$ cat config.mk
export PLATFORM = sky130hd
export DESIGN_NAME = cmv_pipe_reader
export DESIGN_NICKNAME = d
export VERILOG_FILES = /design/src/rtl/cmv_pkg.sv /design/src/rtl/cmv_pipe_reader.sv
export SDC_FILE = /design/constraint.sdc
export NUM_CORES = 1
export LEC_CHECK = 0
export BUFFER_PORTS_ARGS = -buffer_cell sky130_fd_sc_hd__clkbuf_2
export CAP_MARGIN = 20
export CORE_MARGIN = 2
export CORE_UTILIZATION = 35
export CTS_BUF_LIST = sky130_fd_sc_hd__clkbuf_2 sky130_fd_sc_hd__clkbuf_4 sky130_fd_sc_hd__clkbuf_8
export CTS_CLUSTER_SIZE = 20
export DETAILED_ROUTE_END_ITERATION = 7
export PLACE_DENSITY = 0.61
export RECOVER_POWER = 25
export REMOVE_ABC_BUFFERS = 1
export SETUP_SLACK_MARGIN = 0.15
export SLEW_MARGIN = 20
export SYNTH_ARGS = -nofsm -noshare
export SYNTH_HDL_FRONTEND = slang
export SYNTH_SLANG_ARGS = --single-unit
$ cat constraint.sdc
create_clock -name i_clk -period 2.1 [get_ports i_clk]
set_clock_uncertainty 0.05 [all_clocks]
set_input_delay 0.525 -clock i_clk [delete_from_list [all_inputs] [get_ports i_clk]]
set_output_delay 0.525 -clock i_clk [all_outputs]
set_load 0.02 [all_outputs]
$ cat src/rtl/cmv_pkg.sv
// ----------------------------------------------------------------------------
// cmv_pkg
// Shared definitions for the CMV sensor-to-host pipe reader.
//   state_t          : reader FSM state encoding
//   CMV_FRAME_WORDS  : 32-bit words per 640x488 8-bit frame (4 pixels per word)
//   CMV_BLOCK_WORDS  : 32-bit words per host pipe block (1024 bytes)
// ----------------------------------------------------------------------------
package cmv_pkg;

    localparam int unsigned CMV_FRAME_WORDS = 78080;
    localparam int unsigned CMV_BLOCK_WORDS = 256;

    typedef enum logic [1:0] {
        S_IDLE       = 2'd0,
        S_WAIT_BLOCK = 2'd1,
        S_STREAM     = 2'd2,
        S_DONE       = 2'd3
    } state_t;

endpackage

$ cat src/rtl/cmv_pipe_reader.sv
// ----------------------------------------------------------------------------
// cmv_pipe_reader
// Streams one frame of 32-bit words from a sensor FIFO into a host block pipe.
// The host is only offered a block once the FIFO holds a full block; each host
// read strobe is forwarded as a FIFO read, and the FIFO's one-cycle read
// latency lines up with the pipe's one-cycle data latency.
//
// Parameters
//   FRAME_WORDS  words per frame, a multiple of BLOCK_WORDS
//   BLOCK_WORDS  words per host pipe block
//
// Ports
//   i_clk             single clock (FIFO read side and host pipe)
//   i_rst_n           asynchronous active-low reset
//   i_arm             pulse: stream one frame (accepted in S_IDLE only)
//   i_abort           pulse: drop the current frame, back to S_IDLE
//   i_fifo_data       FIFO read data, one cycle after o_fifo_read_en
//   i_fifo_prog_full  FIFO holds at least BLOCK_WORDS words
//   i_fifo_empty      FIFO empty flag
//   o_fifo_read_en    FIFO read enable
//   i_pipe_read       host pipe read strobe
//   o_pipe_ready      a full block is available to the host
//   o_pipe_data       data to the host pipe
//   o_busy            high outside S_IDLE
//   o_frame_done      one-cycle pulse after the last word of a frame
//   o_underrun        sticky: host read outside S_STREAM or from an empty FIFO
//   o_frame_count     completed frames, wraps modulo 2^16
//
// Build option
//   CMV_PIPE_TEST_PATTERN_EN  replaces o_pipe_data with a registered counting
//                             pattern (0, 1, 2, ... per frame); FIFO reads,
//                             flags and handshakes are unchanged.
// ----------------------------------------------------------------------------
module cmv_pipe_reader
    import cmv_pkg::*;
#(
    parameter int unsigned FRAME_WORDS = CMV_FRAME_WORDS,
    parameter int unsigned BLOCK_WORDS = CMV_BLOCK_WORDS
) (
    input  logic        i_clk,
    input  logic        i_rst_n,
    input  logic        i_arm,
    input  logic        i_abort,
    input  logic [31:0] i_fifo_data,
    input  logic        i_fifo_prog_full,
    input  logic        i_fifo_empty,
    output logic        o_fifo_read_en,
    input  logic        i_pipe_read,
    output logic        o_pipe_ready,
    output logic [31:0] o_pipe_data,
    output logic        o_busy,
    output logic        o_frame_done,
    output logic        o_underrun,
    output logic [15:0] o_frame_count
);

    localparam int unsigned FCW = $clog2(FRAME_WORDS + 1);
    localparam int unsigned BCW = $clog2(BLOCK_WORDS + 1);

    // Count values just before the increment that completes a block / frame.
    localparam logic [BCW-1:0] BLOCK_LAST = BCW'(BLOCK_WORDS - 1);
    localparam logic [FCW-1:0] FRAME_LAST = FCW'(FRAME_WORDS - 1);

    state_t          state_q, state_d;
    logic [BCW-1:0]  block_cnt_q, block_cnt_d;
    logic [FCW-1:0]  frame_cnt_q, frame_cnt_d;
    logic [15:0]     frame_count_q, frame_count_d;
    logic            underrun_q, underrun_d;

    logic            arm_accept;
    logic            stream_rd;
    logic            block_last;
    logic            frame_last;
    logic            bad_read;

    assign arm_accept = (state_q == S_IDLE) && i_arm && !i_abort;
    assign stream_rd  = (state_q == S_STREAM) && i_pipe_read;
    assign block_last = (block_cnt_q == BLOCK_LAST);
    assign frame_last = (frame_cnt_q == FRAME_LAST);
    assign bad_read   = i_pipe_read && ((state_q != S_STREAM) || i_fifo_empty);

    // ------------------------------------------------------------------------
    // State register and counters
    // ------------------------------------------------------------------------
    always_ff @(posedge i_clk or negedge i_rst_n) begin
        if (!i_rst_n) begin
            state_q       <= S_IDLE;
            block_cnt_q   <= '0;
            frame_cnt_q   <= '0;
            frame_count_q <= '0;
            underrun_q    <= 1'b0;
        end else begin
            state_q       <= state_d;
            block_cnt_q   <= block_cnt_d;
            frame_cnt_q   <= frame_cnt_d;
            frame_count_q <= frame_count_d;
            underrun_q    <= underrun_d;
        end
    end

    // ------------------------------------------------------------------------
    // Next state
    // ------------------------------------------------------------------------
    always_comb begin
        state_d = state_q;
        if (i_abort) begin
            state_d = S_IDLE;
        end else begin
            case (state_q)
                S_IDLE:       if (i_arm) state_d = S_WAIT_BLOCK;
                S_WAIT_BLOCK: if (i_fifo_prog_full) state_d = S_STREAM;
                S_STREAM: begin
                    if (i_pipe_read && block_last) begin
                        state_d = frame_last ? S_DONE : S_WAIT_BLOCK;
                    end
                end
                S_DONE:       state_d = S_IDLE;
                default:      state_d = S_IDLE;
            endcase
        end
    end

    // ------------------------------------------------------------------------
    // Counter and flag next values
    // ------------------------------------------------------------------------
    always_comb begin
        block_cnt_d   = block_cnt_q;
        frame_cnt_d   = frame_cnt_q;
        frame_count_d = frame_count_q;
        underrun_d    = underrun_q;

        if (arm_accept) begin
            block_cnt_d = '0;
            frame_cnt_d = '0;
        end else if (stream_rd) begin
            // Counts advance on every host strobe, even one blocked by an
            // empty FIFO, so the block/frame framing stays aligned with the host.
            block_cnt_d = block_last ? '0 : block_cnt_q + 1'b1;
            frame_cnt_d = frame_cnt_q + 1'b1;
        end

        if ((state_q == S_DONE) && !i_abort) begin
            frame_count_d = frame_count_q + 16'd1;
        end

        // A bad read in the arming cycle is still reported.
        if (bad_read) begin
            underrun_d = 1'b1;
        end else if (arm_accept) begin
            underrun_d = 1'b0;
        end
    end

    // ------------------------------------------------------------------------
    // Outputs
    // ------------------------------------------------------------------------
    always_comb begin
        o_fifo_read_en = stream_rd && !i_fifo_empty;
        o_pipe_ready   = (state_q == S_STREAM);
        o_busy         = (state_q != S_IDLE);
        o_frame_done   = (state_q == S_DONE) && !i_abort;
        o_underrun     = underrun_q;
        o_frame_count  = frame_count_q;
    end

`ifdef CMV_PIPE_TEST_PATTERN_EN
    // pat_cnt_q is the next value to hand out; pat_data_q presents it one
    // cycle after the strobe, matching the FIFO's read latency.
    logic [31:0] pat_cnt_q;
    logic [31:0] pat_data_q;

    always_ff @(posedge i_clk or negedge i_rst_n) begin
        if (!i_rst_n) begin
            pat_cnt_q  <= '0;
            pat_data_q <= '0;
        end else if (arm_accept) begin
            pat_cnt_q  <= '0;
            pat_data_q <= '0;
        end else if (stream_rd) begin
            pat_cnt_q  <= pat_cnt_q + 32'd1;
            pat_data_q <= pat_cnt_q;
        end
    end

    assign o_pipe_data = pat_data_q;
`else
    assign o_pipe_data = i_fifo_data;
`endif

endmodule
==> impl_metrics.py, run 1 <==
metrics = {
    "logic_synthesis": {
        "synth_xor_area_frac": 0.0946,
        "seq_area_frac_synth": 0.451,
        "synthMuxAreaShare": 0.00851,
        "synth_area_mm2": 0.00250,
        "syn_inst": 255,
        "synth_top_family_by_area": "simple AND/OR/NAND/NOR gates",
        "synth_compound_area_frac": 0.0871,
        "synth_simple_gate_area_frac": 0.224,
        "ys_ff_latch": 45,
        "ys_types": 41,
        "ys_warn_count": 0,
        "synthAdderAreaFrac": 0.0150,
        "syn_avg_cell_area_um2": 9.80,
    },
    "layout": {
        "drive_above_1_share": 0.274,
        "final_cell_mix": "43 x dfrtp_1, 26 x clkbuf_2, 21 x xnor2_1, 20 x nand2_1",
        "final_cell_area_mm2": 0.00278,
        "stdcell_count": 362,
        "final_common_cell": "dfrtp_1",
        "area_delta_synth_final_pct": 11.2,
        "num_antenna_cells": 0,
        "fin_nets": 307,
    },
    "clock_network": {
        "cts_sinks": 45,
        "path_clk_slew_ns": 0.09,
        "root_buffer": "clkbuf_8",
        "h-tree-depth": 2,
        "clockBufferDepth": 2,
        "tritoncts": "done",
        "worstSkewPairLatency_ns": 0.30,
        "cts_made_buffers": 5,
        "hold_buffers": 0,
    },
    "power_and_ir_drop": {
        "switching_share": 0.250,
        "seqPwrFrac": 0.525,
        "power.density_mw_per_mm2": 633,
        "combPwrFrac": 0.099,
        "power.leakage_nw": 1.21,
        "switchingPower_mw": 0.439,
        "p_int_mw": 1.32,
        "power_mw": 1.76,
        "power.share.clock": 0.377,
        "vdd_drop_max_uv": 277,
    },
    "route": {
        "vias_per_cell": 5.19,
        "drc": 0,
        "first_iter_violations": 95,
        "vias": 1878,
        "routedWlPerCell_um": 16.5,
        "detail-route-antenna-nets": 0,
        "routed_wl_um": 5990,
        "first_pass_iters": 4,
    },
    "sta": {
        "max_freq_mhz": 519,
        "rsz0062_at_grt": "true",
        "setup_violations": 0,
        "fin_crit_sh": 0.917,
        "slew_violations": 0,
        "slew_headroom": 0.239,
        "setup_tns_ns": 0,
        "hold_viol": 0,
        "holdWs_ns": 0.422,
        "fin_crit_ns": 1.93,
        "worstMarginPinSlew_ns": 1.14,
    },
    "die": {
        "ios": 92,
        "dieArea_mm2": 0.00783,
        "initial_core_util": 0.364,
        "die_y_um": 88.5,
        "rows": 30,
        "dieWidth_um": 88.5,
        "coreArea_mm2": 0.00687,
    },
    "place": {
        "port_buffers": 27,
        "gp_congestion": 0.765,
        "placedCellCount": 351,
        "placed_cell_area_mm2": 0.00257,
        "dp.final_hpwl_um": 4180,
    },
    "worst_setup_path": {
        "crit_path_end_kind": "flip-flop",
        "r2r_setup_slack_ns": 0.17,
        "timing.rr.start": "block_cnt_q[1]",
        "reg2reg_depth": 6,
        "path_max_fanout": 4,
        "required_ns": 2.23,
        "critPathArrivalTime_ns": 2.05,
        "start_kind": "flip-flop",
        "rr_endpoint": "block_cnt_q[7]",
        "worstSetupPathType": "flip-flop to flip-flop",
    },
    "global_route": {
        "antenna_found_initial": 0,
        "overflow": 0,
        "grt_pass1_wl_um": 9050,
        "grt_max_degree": 46,
        "grt_use_total": 0.153,
        "grt_pass1_vias": 1704,
    },
    "worst_hold_path": {
        "min_path_cells": 1,
        "min_to": "o_frame_count[15]",
        "hold_path_class": "flip-flop to flip-flop",
        "hold_start": "o_frame_count[15]",
    },
    "job": {
        "maxCapViolCount": 0,
    },
    "run_status": {
        "status": "completed",
    },
}
-- per-stage QoR --
stage | util | setup WS (ns)
after floorplan | - | -0.0131
after global placement | 0.374 | 0.0589
after detailed placement | 0.374 | 0.0305
after CTS | 0.393 | 0.0989
after global routing | 0.404 | 0.0844
final | 0.404 | 0.175
-- cells by family after synthesis --
logic type | after synthesis
AND/OR/NAND/NOR | 99
AO/OA/AOI/OAI | 35
flip-flops | 45
XOR/XNOR | 27
multiplexers | 2
adder cells (fa/ha/maj) | 3
buffers and inverters | 44
-- sequential cells by signal, summed over array words and instances (netlist names) --
name	cells
o_underrun	1
frame_cnt_q	17
o_frame_count	16
state_q	2
block_cnt_q	9
-- power groups by stage --
stage | clock [mW] | combinational, mW | sequential [mW]
2_1_floorplan | 0 | 0.0615 | 0.954
3_3_place_gp | 0 | 0.156 | 0.938
3_5_place_dp | 0 | 0.158 | 0.938
4_1_cts | 0.690 | 0.165 | 0.919
5_1_grt | 0.719 | 0.195 | 0.927
6_report | 0.662 | 0.174 | 0.922
-- area by class of cell --
class                   instances  area [µm²]
clock buffers                   5        68.8
clock inverters                 3        46.3
fillers                       668        4090
inverters                       3        11.3
multi-input cells             166        1120
flip-flops and latches         45        1130
well taps                      96         120
repair buffers                 44         284
-- critical path, stage by stage, from the launching register on --
cell	delay (ns)
dfrtp_1	0.41
ha_2	0.22
nand2_2	0.08
or4b_2	0.65
buf_4	0.17
a31oi_2	0.16
o21ai_1	0.08
-- cell usage after synthesis (all sizes together) --
cell	number	share of area
o2111ai	2	0.0070
inv	3	0.0045
o21ai	9	0.018
a32o	1	0.0040
nor3	6	0.012
dfrtp	45	0.45
or4b	2	0.0095
nand3	12	0.024
nand2b	3	0.0075
a211oi	1	0.0030
nor4	2	0.0050
o31ai	4	0.012
clkbuf	7	0.011
nand4	9	0.023
mux2	1	0.0045
a22o	2	0.0070
or4	6	0.018
xor2	6	0.021
nand2	21	0.032
a21boi	1	0.0030
and4	5	0.018
buf	34	0.11
and2	3	0.0075
and3b	2	0.0070
a21o	1	0.0030
o31a	1	0.0035
nor2b	2	0.0050
a21oi	12	0.024
nand3b	1	0.0045
or2	3	0.0075
and3	1	0.0025
nor4b	2	0.0095
mux2i	1	0.0040
xnor2	21	0.074
a31oi	1	0.0025
ha	3	0.015
nor2	15	0.023
or3	4	0.010
-- worst max path at each step --
stage	from	endpoint	cells after the start
after global routing	block_cnt_q[1]	block_cnt_q[7]	6
after global placement	i_pipe_read	frame_cnt_q[14]	5
final	block_cnt_q[1]	block_cnt_q[7]	6
after CTS	state_q[0]	o_fifo_read_en	4
after floorplan	state_q[0]	frame_cnt_q[14]	4
after detailed placement	i_pipe_read	frame_cnt_q[14]	5
-- per-layer routing --
metal	wire [µm]	global-route usage	up-vias
li1	-	-	884
met1	2780	0.204	921
met2	2600	0.202	65
met3	529	0.0886	8
met4	87	0.0441	0
met5	0	0.0649	-
-- what timing repair did --
item | CTS | global route
endpoints found under the setup margin | 4 | 11
pin swaps | 0 | 3
gates resized for setup | 3 | 21
cloned | 0 | 0
buffers inserted | 1 | 2
No activity file was read; power rests on OpenSTA's default activity.
==> run 2, diff against run 1 <==
--- a/config.mk
+++ b/config.mk
@@ -15,6 +15,6 @@
 export PLACE_DENSITY = 0.61
 export RECOVER_POWER = 25
-export REMOVE_ABC_BUFFERS = 1
 export SETUP_SLACK_MARGIN = 0.15
+export SKIP_LAST_GASP = 1
 export SLEW_MARGIN = 20
 export SYNTH_ARGS = -nofsm -noshare
--- a/constraint.sdc
+++ b/constraint.sdc
@@ -3,3 +3,3 @@
 set_input_delay 0.525 -clock i_clk [delete_from_list [all_inputs] [get_ports i_clk]]
 set_output_delay 0.525 -clock i_clk [all_outputs]
-set_load 0.02 [all_outputs]
+set_load 0.01 [all_outputs]
==> impl_metrics.py, run 2 (same netlist as run 1, synthesis figures left out) <==
metrics = {
    "run_status": {
        "status": "completed",
    },
    "sta": {
        "slew_headroom": 0.387,
        "setup_tns_ns": 0,
        "slew_violations": 0,
        "hold_viol": 0,
        "fin_crit_sh": 0.907,
        "holdWs_ns": 0.105,
        "fin_crit_ns": 1.91,
        "rsz0062_at_grt": "true",
        "max_freq_mhz": 525,
        "worstMarginPinSlew_ns": 0.919,
        "setup_violations": 0,
    },
    "clock_network": {
        "root_buffer": "clkbuf_8",
        "path_clk_slew_ns": 0.08,
        "cts_made_buffers": 5,
        "worstSkewPairLatency_ns": 0.30,
        "cts_sinks": 45,
        "h-tree-depth": 2,
        "clockBufferDepth": 2,
        "tritoncts": "done",
        "hold_buffers": 0,
    },
    "die": {
        "rows": 30,
        "dieWidth_um": 88.5,
        "ios": 92,
        "initial_core_util": 0.364,
        "dieArea_mm2": 0.00783,
        "die_y_um": 88.5,
        "coreArea_mm2": 0.00687,
    },
    "worst_setup_path": {
        "slowest_delay_ns": 0.43,
        "crit_path_end": "o_busy",
        "startpoint": "state_q[0]",
        "required_ns": 1.52,
        "worstSetupPathType": "flip-flop to primary output",
        "crit_path_end_kind": "primary output",
        "path_cells": "buf_4, or2_2, clkbuf_2",
        "r2r_setup_slack_ns": 0.20,
        "rr_endpoint": "frame_cnt_q[14]",
        "timing.rr.start": "frame_cnt_q[0]",
        "reg2reg_depth": 5,
        "critPathSlowestCell": "dfrtp_1",
        "path_max_fanout": 7,
        "critPathArrivalTime_ns": 1.33,
        "start_kind": "flip-flop",
    },
    "global_route": {
        "grt_pass1_wl_um": 8600,
        "grt_pass1_vias": 1850,
        "overflow": 0,
        "grt_max_degree": 37,
        "grt_use_total": 0.139,
        "antenna_found_initial": 0,
    },
    "logic_synthesis": {
        "synth_fp_nets": 297,
    },
    "job": {
        "maxCapViolCount": 0,
    },
    "route": {
        "drc": 0,
        "vias": 1832,
        "detail-route-antenna-nets": 0,
        "first_pass_iters": 4,
        "vias_per_cell": 4.99,
        "routed_wl_um": 4940,
        "first_iter_violations": 72,
        "routedWlPerCell_um": 13.4,
    },
    "power_and_ir_drop": {
        "power.leakage_nw": 1.23,
        "power.density_mw_per_mm2": 640,
        "vdd_drop_max_uv": 341,
    },
    "layout": {
        "final_cell_mix": "42 x dfrtp_1, 27 x clkbuf_2, 21 x xnor2_1, 20 x nand2_1, 20 x buf_4",
        "final_common_cell": "dfrtp_1",
        "drive_above_1_share": 0.277,
        "nFillCells": 667,
        "fin_nets": 312,
        "largest_reg_flops": 17,
        "num_antenna_cells": 0,
        "final_cell_area_mm2": 0.00279,
        "area_delta_synth_final_pct": 11.8,
        "top_register": "frame_cnt_q",
    },
    "place": {
        "port_buffers": 27,
        "dp.final_hpwl_um": 3460,
        "placed_cell_area_mm2": 0.00261,
        "gp_congestion": 0.770,
    },
    "worst_hold_path": {
        "hold_path_class": "input port to async pin",
    },
}
[run 2: how the worst min path moves through the flow]
stage          startpoint  slack (ns)  cells after the start                end
2_1_floorplan     i_rst_n        0.18                      0     block_cnt_q[0]
3_3_place_gp      i_rst_n        0.36                      1  o_frame_count[11]
3_5_place_dp      i_rst_n        0.37                      1  o_frame_count[11]
4_1_cts           i_rst_n        0.04                      1   o_frame_count[9]
5_1_grt           i_rst_n        0.15                      1  o_frame_count[11]
6_report          i_rst_n        0.11                      1   o_frame_count[9]
[run 2: where the power goes]
| part | total [mW] | switching, mW | leakage, nW | internal [mW] |
|---|---|---|---|---|
| Sequential | 0.921 | 0.0304 | 0.616 | 0.891 |
| Combinational | 0.164 | 0.0898 | 0.550 | 0.0739 |
| Clock | 0.702 | 0.300 | 0.0619 | 0.401 |
| Total | 1.79 | 0.421 | 1.23 | 1.37 |
[run 2: cell type report]
| cell class | count | area [µm²] | area share |
|---|---|---|---|
| inverter | 3 | 11.3 | 0.00403 |
| timing repair buffer | 49 | 300 | 0.108 |
| sequential | 45 | 1130 | 0.405 |
| clock buffer | 7 | 90.1 | 0.0323 |
| clock inverter | 1 | 30.0 | 0.0108 |
| tap | 96 | 120 | 0.0430 |
| multi-input combinational | 166 | 1110 | 0.398 |
[run 2: routing by layer]
layer / part of all wire / vias to the layer above / track usage / wire, µm
met1: 0.46 / 911 / 0.179 / 2260
met2: 0.50 / 20 / 0.223 / 2460
met4: 0.015 / 0 / 0.0523 / 72
met5: 0 / - / 0 / 0
li1: - / 894 / - / -
met3: 0.029 / 7 / 0.0410 / 143
[run 2: metrics by stage]
stage | setup WS (ns) | utilization | instances | total power [mW]
finish | 0.195 | 0.407 | 367 | 1.79
detailed placement | 0.0181 | 0.379 | 354 | 1.10
CTS | 0.155 | 0.399 | 363 | 1.81
floorplan | 0.150 | - | 255 | 1.07
global placement | 0.0714 | 0.379 | 354 | 1.09
global route | 0.140 | 0.407 | 367 | 1.87
[run 2: worst max-delay path: cells and delay by family, from the launching register on]
family,cells,cell delay [ns]
and+or+nand+nor,1,0.29
DFF,1,0.43
buffers and inverters,2,0.31
[run 2: repair_timing]
item	CTS	global route
pin swaps	0	3
setup endpoints to repair	3	12
setup buffers	1	4
gates resized for setup	2	12
==> run 3, diff against run 2 <==
Settings changed: CORE_UTILIZATION 35 to 40, PLACE_DENSITY 0.61 to 0.68.
==> impl_metrics.py, run 3 (same netlist as run 1, synthesis figures left out) <==
metrics = {
    "sta": {
        "fin_crit_sh": 0.943,
        "fin_crit_ns": 1.98,
        "slew_violations": 0,
        "setup_violations": 0,
        "rsz0062_at_grt": "true",
        "slew_headroom": 0.358,
        "worstMarginPinSlew_ns": 0.963,
        "max_freq_mhz": 505,
        "setup_tns_ns": 0,
        "hold_viol": 0,
    },
    "power_and_ir_drop": {
        "power.density_mw_per_mm2": 599,
        "power.leakage_nw": 1.21,
        "vdd_drop_max_uv": 331,
    },
    "die": {
        "initial_core_util": 0.417,
        "die_y_um": 83.0,
        "dieArea_mm2": 0.00689,
        "ios": 92,
        "coreArea_mm2": 0.00599,
        "dieWidth_um": 83.0,
        "rows": 28,
    },
    "worst_setup_path": {
        "crit_path_end_kind": "primary output",
        "start_kind": "flip-flop",
        "slowest_delay_ns": 0.42,
        "path_cells": "buf_6, buf_4, or2_2, clkbuf_2",
        "critPathSlowestCell": "dfrtp_1",
        "path_max_fanout": 6,
        "startpoint": "state_q[0]",
        "critPathTopFamily": "flip-flops",
        "required_ns": 1.52,
        "critPathArrivalTime_ns": 1.40,
        "timing.rr.start": "state_q[0]",
        "path_buf_inv": 3,
        "worstSetupPathType": "flip-flop to primary output",
    },
    "route": {
        "routedWlPerCell_um": 13.8,
        "vias_per_cell": 5.32,
        "vias": 1836,
        "first_iter_violations": 60,
        "detail-route-antenna-nets": 0,
        "routed_wl_um": 4770,
        "drc": 0,
        "first_pass_iters": 4,
    },
    "clock_network": {
        "worstSkewPairLatency_ns": 0.29,
        "tritoncts": "done",
        "h-tree-depth": 2,
        "root_buffer": "clkbuf_8",
        "path_clk_slew_ns": 0.08,
        "cts_sinks": 45,
        "clockBufferDepth": 2,
        "cts_made_buffers": 5,
    },
    "place": {
        "dp.final_hpwl_um": 3420,
        "port_buffers": 27,
        "gp_congestion": 0.777,
        "placedCellCount": 330,
    },
    "job": {
        "maxCapViolCount": 0,
    },
    "global_route": {
        "grt_pass1_vias": 1754,
        "grt_max_degree": 29,
        "overflow": 0,
        "grt_use_total": 0.144,
        "antenna_found_initial": 0,
        "grt_pass1_wl_um": 8300,
    },
    "worst_hold_path": {
        "hold_path_class": "input port to async pin",
    },
    "layout": {
        "final_cell_mix": "45 x dfrtp_1, 27 x clkbuf_2, 21 x nand2_1, 21 x xnor2_1, 20 x buf_4",
        "largest_reg_flops": 17,
        "area_delta_synth_final_pct": 9.11,
        "fin_nets": 312,
        "drive_above_1_share": 0.263,
        "stdcell_count": 345,
        "top_register": "frame_cnt_q",
        "num_antenna_cells": 0,
        "final_common_cell": "dfrtp_1",
    },
    "run_status": {
        "status": "completed",
    },
    "logic_synthesis": {
        "synth_fp_nets": 297,
    },
}
-- run 3: path summary, 6_finish.rpt --
kind                                     end  slack (ns)  cells past startpoint
min                         o_frame_count[9]        0.31                      1
min reg2reg                o_frame_count[15]        0.42                      1
min in group i_clk         o_frame_count[15]        0.42                      1
max in group asynchronous     block_cnt_q[8]        0.46                      2
max reg2reg                   frame_cnt_q[9]        0.13                      5
max                                   o_busy        0.12                      4
-- run 3: power breakdown --
group | switching (mW) | internal, mW
combinational | 0.0891 | 0.0768
clock | 0.274 | 0.274
sequential | 0.0285 | 0.891
total | 0.392 | 1.24
-- run 3: per-stage QoR --
step,util,area (µm²),setup slack [ns],power [mW],hold WS [ns]
2_1_floorplan,-,2500,0.150,1.07,0.179
3_3_place_gp,0.427,2560,0.0571,1.08,0.415
3_5_place_dp,0.427,2560,0.0315,1.09,0.419
4_1_cts,0.445,2670,0.145,1.65,0.142
5_1_grt,0.455,2730,0.0665,1.72,0.419
6_report,0.455,2730,0.120,1.63,0.308
-- run 3: routing by layer --
layer	part of all wire	GRT usage	wire length, µm	vias up
met4	0.019	0.0566	92	0
met3	0.050	0.0398	236	14
met2	0.50	0.231	2370	40
li1	-	-	-	897
met5	0	0	0	-
met1	0.43	0.183	2070	885
-- run 3: cell type report --
cell class,count,area (µm²)
Fill cell,569,3260
Sequential cell,45,1130
Multi-Input combinational cell,166,1100
Timing Repair Buffer,49,300
Tap cell,75,93.8
Clock buffer,7,90.1
Inverter,3,11.3
-- run 3: what timing repair did --
action | 4_1_cts | 5_1_grt
setup endpoints to repair | 5 | 11
buffers inserted | 2 | 6
gates resized for setup | 2 | 7
pin swaps | 1 | 1
hold buffers | 0 | 0
